<file path="src/rtl/universal_ff_bank_pkg.sv">
// Shared definitions for the universal flip-flop bank: mode encodings and
// the per-bit request bundle handed to each cell.
package universal_ff_bank_pkg;

  typedef enum logic [1:0] {
    MODE_SR = 2'b00,
    MODE_JK = 2'b01,
    MODE_D  = 2'b10,
    MODE_T  = 2'b11
  } ff_mode_e;

  typedef struct packed {
    logic     en;
    ff_mode_e mode;
    logic     a;
    logic     b;
    logic     q;
  } cell_req_t;

  typedef struct packed {
    logic q_nxt;
    logic inv_evt;
  } cell_rsp_t;

endpackage

</file>
<file path="src/rtl/universal_ff_cell.sv">
// One bit of the bank: next-state selection across SR/JK/D/T and SR
// invalid-event detection. Purely combinational; the flop lives in the top.
module universal_ff_cell
  import universal_ff_bank_pkg::*;
(
  input  cell_req_t req,
  output cell_rsp_t rsp
);

  always_comb begin
    rsp.q_nxt   = req.q;
    rsp.inv_evt = 1'b0;
    if (req.en) begin
      unique case (req.mode)
        MODE_SR: begin
          // S=R=1 holds the bit and reports the illegal combination.
          unique case ({req.a, req.b})
            2'b10:   rsp.q_nxt = 1'b1;
            2'b01:   rsp.q_nxt = 1'b0;
            2'b11:   rsp.inv_evt = 1'b1;
            default: rsp.q_nxt = req.q;
          endcase
        end
        MODE_JK: begin
          unique case ({req.a, req.b})
            2'b10:   rsp.q_nxt = 1'b1;
            2'b01:   rsp.q_nxt = 1'b0;
            2'b11:   rsp.q_nxt = ~req.q;
            default: rsp.q_nxt = req.q;
          endcase
        end
        MODE_D:  rsp.q_nxt = req.a;
        MODE_T:  rsp.q_nxt = req.q ^ req.a;
        default: rsp.q_nxt = req.q;
      endcase
    end
  end

endmodule

</file>
<file path="src/rtl/universal_ff_bank.sv">
// Bank of WIDTH mode-selectable flip-flops with sticky per-bit SR invalid
// flags and a saturating count of cycles that saw any invalid bit.
module universal_ff_bank
  import universal_ff_bank_pkg::*;
#(
  parameter int WIDTH = 8,
  parameter int CNT_W = 8
) (
  input  logic             clk,
  input  logic             rst,
  input  logic             en,
  input  logic [1:0]       mode,
  input  logic [WIDTH-1:0] a,
  input  logic [WIDTH-1:0] b,
  input  logic             clr_err,
  output logic [WIDTH-1:0] q,
  output logic [WIDTH-1:0] qbar,
  output logic [WIDTH-1:0] invalid_flag,
  output logic [CNT_W-1:0] invalid_count
);

  localparam logic [CNT_W-1:0] CNT_MAX = '1;
  localparam logic [CNT_W-1:0] CNT_ONE = CNT_W'(1);

  logic [WIDTH-1:0] q_q, q_d;
  logic [WIDTH-1:0] flag_q, flag_d;
  logic [WIDTH-1:0] inv_evt;
  logic [CNT_W-1:0] cnt_q, cnt_d;

  for (genvar i = 0; i < WIDTH; i++) begin : g_cell
    cell_req_t req;
    cell_rsp_t rsp;

    assign req = '{en: en, mode: ff_mode_e'(mode), a: a[i], b: b[i], q: q_q[i]};

    universal_ff_cell u_cell (
      .req (req),
      .rsp (rsp)
    );

    assign q_d[i]     = rsp.q_nxt;
    assign inv_evt[i] = rsp.inv_evt;
  end

  always_comb begin
    // A fresh event on a bit overrides a clear landing in the same cycle.
    flag_d = inv_evt | (clr_err ? '0 : flag_q);
    cnt_d  = cnt_q;
    if (|inv_evt && cnt_q != CNT_MAX) cnt_d = cnt_q + CNT_ONE;
  end

  always_ff @(posedge clk) begin
    if (rst) begin
      q_q    <= '0;
      flag_q <= '0;
      cnt_q  <= '0;
    end else begin
      q_q    <= q_d;
      flag_q <= flag_d;
      cnt_q  <= cnt_d;
    end
  end

  assign q             = q_q;
  assign qbar          = ~q_q;
  assign invalid_flag  = flag_q;
  assign invalid_count = cnt_q;

endmodule

</file>
<file path="config.mk">
export PLATFORM = sky130hd
export DESIGN_NAME = universal_ff_bank
export DESIGN_NICKNAME = d
export VERILOG_FILES = /design/src/rtl/universal_ff_bank_pkg.sv /design/src/rtl/universal_ff_cell.sv /design/src/rtl/universal_ff_bank.sv
export SDC_FILE = /design/constraint.sdc
export NUM_CORES = 1
export LEC_CHECK = 0
export CORE_UTILIZATION = 30
export DETAILED_ROUTE_END_ITERATION = 6
export GPL_TIMING_DRIVEN = 1
export HOLD_SLACK_MARGIN = 0.02
export MAX_ROUTING_LAYER = met4
export PLACE_DENSITY_LB_ADDON = 0.08
export SLEW_MARGIN = 5
export SYNTH_ARGS = -nofsm -noshare
export SYNTH_HDL_FRONTEND = slang
export SYNTH_SLANG_ARGS = --single-unit
</file>
<file path="constraint.sdc">
create_clock -name clk -period 3.1 [get_ports clk]
set_input_delay 0.465 -clock clk [delete_from_list [all_inputs] [get_ports clk]]
set_output_delay 0.465 -clock clk [all_outputs]
set_load 0.03 [all_outputs]
</file>
==> summary.txt <==
Status: completed
Largest family of logic cells by synthesized area: compound AO/OA/AOI/OAI gates
H-tree Lvls: 1
Mux cell area share after synthesis: 0.0242
Hold/Removal Path Class: reg2reg
Top FF cell, synth: dfxtp_1
Vias in the first global route: 1394
Synthesized instance count: 175
Crit path DAT: 2.25 ns
Insertion delay to the later sink of the worst-skew pair: 0.27 ns
Sequential-to-total area share from yosys stat: 0.358
Largest net degree at the start of global routing: 25
Vias per cell: 5.56
Layout Nets: 251
Grt total ovfl: 0
EDFF count, synth: 0
CP Max Fanout: 6
Post_cts resized: 0
Gr usage total: 0.192
Final Setup Violations: 0
CTS Hold Bufs: 0
Core area: 4140 sq um
Most frequent cell after synthesis: dfxtp_1
Die height: 68.9 microns
Setup Buffers After CTS: 0
Slowest cell on crit path: clkdlybuf4s50_1
Final worst path period share: 0.658
Starting Density: 0.324
Simple-Gate Fraction of Synth Area: 0.206
Slew HR: 0.539
Pint: 533 uW
CTS Root Cell: clkbuf_8
Initial antenna violation count: 0
Mapped Nets: 198
Routability-driven placement congestion ratio: 0.815
Yosys top cell by area: dfxtp_1
Post-Syn Area per Cell: 7.67 sq um
First-pass GRT wire length: 6480 microns
TritonCTS Buffers: 3
Iteration count of the initial detailed-routing pass: 4
P_sw: 242 uW
Number of synthesis warnings: 0
Detail Placement HPWL: 2970 microns
Synth cell types: 32
Drt total wl: 4060 microns
Largest stage delay on the critical path: 0.47 ns
PD cells: 389 nW/um^2
Ports: 54
Rows: 23
Critical path class: in2reg
Synth top area share: 0.358
Final TNS setup: 0 ns
Final instance area: 1990 sq um
I/O Buffers: 53
Share of cells above drive strength 1: 0.0529
Post-route ant nets: 0
Area growth, synth to finish: 48.3%
Critical Path, Cell by Cell: clkdlybuf4s50_1, nor3b_2, nand4_1, a41o_1, or4_1, a21oi_1
Compound-Gate Fraction of Synth Area: 0.327
# DRC: 0
Fmax: 490 MHz
Antenna Cells: 0
Design Power: 775 uW
Clock Pin Slew Worst Setup and Hold Paths: 0.09 ns
Final hold violation count: 0
Synth area leaders: dfxtp_1 (36%), o21ai_0 (6.3%), a222oi_1 (6.0%), nor2_1 (5.9%), nand2_1 (5.6%)
Die ar.: 4750 sq um
Worst-margin pin slew: 0.689 ns
Leak: 0.000747 uW
WP buf/inv: 1
Ys async rst share: 0
Crit end category: flop
Clock Skew: 0.000789 ns
Chip Width: 68.9 microns
Fin crit period: 2.04 ns
Max Cap Violations: 0
Slew Limit Fails: 0
Flops & latches, synth: 24
TritonCTS clock tree: yes
WL per Instance: 14.7 microns
Synth Area in Adders: 0.00932
Vias: 1541
Power share of the combinational group: 0.285
RSZ-0062 raised after global routing: false
Post-Synth XOR/XNOR Area: 0
Reg power frac: 0.433
Bufs on Longest Clock Path: 2
Netlist Area Pre-Place: 1340 sq um
Worst EP required: 3.31 ns
Critical Path Source Type: input port
Crit path max-delay family: simple AND/OR/NAND/NOR gates
FILL cells: 413
DRT iter0 DRCs: 97
Area post-placement: 1940 sq um
Commonest cells post-synth: dfxtp_1 (24), nor2_1 (21), nand2_1 (20), inv_1 (17), o21ai_0 (17)
Maximum vdd drop: 173 uV
Clock sinks: 24
Clock group share of total power: 0.283
Sw frac: 0.312
==> logic make-up after synthesis <==
group / after synthesis
AO/OA/AOI/OAI: 62
adder cells (fa/ha/maj): 1
buffers and inverters: 27
flip-flops: 24
multiplexers: 3
AND/OR/NAND/NOR: 58
==> power by group through the flow <==
stage | sequential (uW) | combinational [uW] | clock (uW)
floorplan | 365 | 95.3 | 0
global placement | 342 | 216 | 0
detailed placement | 343 | 221 | 0
CTS | 336 | 222 | 228
global route | 338 | 239 | 241
finish | 335 | 221 | 219
==> per-layer routing <==
layer  track usage  up-vias  routed length [microns]
li1              -      757                        -
met3        0.0313        5                      226
met5             -        -                        0
met4        0.0816        0                       59
met1         0.229      732                     1840
met2         0.318       47                     1930
==> cell usage in the layout, fill, tap and decap left out, types with 5 or more instances in the layout <==
cell type / count
clkdlybuf4s50_1: 53
dfxtp_1: 24
nor2_1: 21
nand2_1: 20
inv_1: 17
o21ai_0: 17
a32oi_1: 8
o211ai_1: 8
o22ai_1: 8
a222oi_1: 8
buf_4: 5
==> final timing paths <==
check	startpoint	end	slack (ns)	cells after the start
setup / recovery	en	invalid_count[7]$_SDFFE_PP0P_	1.06	6
hold / removal	invalid_flag[7]$_SDFF_PP0_	invalid_flag[7]$_SDFF_PP0_	0.49	2
setup reg to reg	invalid_count[0]$_SDFFE_PP0P_	invalid_count[0]$_SDFFE_PP0P_	1.51	6
hold reg to reg	invalid_flag[7]$_SDFF_PP0_	invalid_flag[7]$_SDFF_PP0_	0.49	2
==> flip-flops by register name, indices dropped and copies added (netlist names) <==
signal,flops
invalid_count,8
invalid_flag,8
q,8
==> per-stage QoR <==
step | instances | utilization | worst slack (ns) | hold WS, ns
6_report | 277 | 0.480 | 1.06 | 0.492
3_3_place_gp | 273 | 0.467 | 0.849 | 0.466
4_1_cts | 277 | 0.480 | 1.05 | 0.498
5_1_grt | 277 | 0.480 | 0.997 | 0.521
3_5_place_dp | 273 | 0.467 | 0.766 | 0.477
2_1_floorplan | 175 | - | 1.27 | 0.618
==> cell type report <==
type                    count  area [sq um]  area share
multi-input cells         124           761       0.382
repair buffers             58           568       0.285
flip-flops and latches     24           480       0.241
inverters                  17          63.8      0.0321
well taps                  50          62.6      0.0314
clock buffers               4          55.1      0.0277
==> tightest hold or removal path, cell delays in order (launching register included) <==
cell and delay (ns):
dfxtp_1 0.34, a32oi_1 0.05, nor2_1 0.07
(Power assumes the default switching activity.)
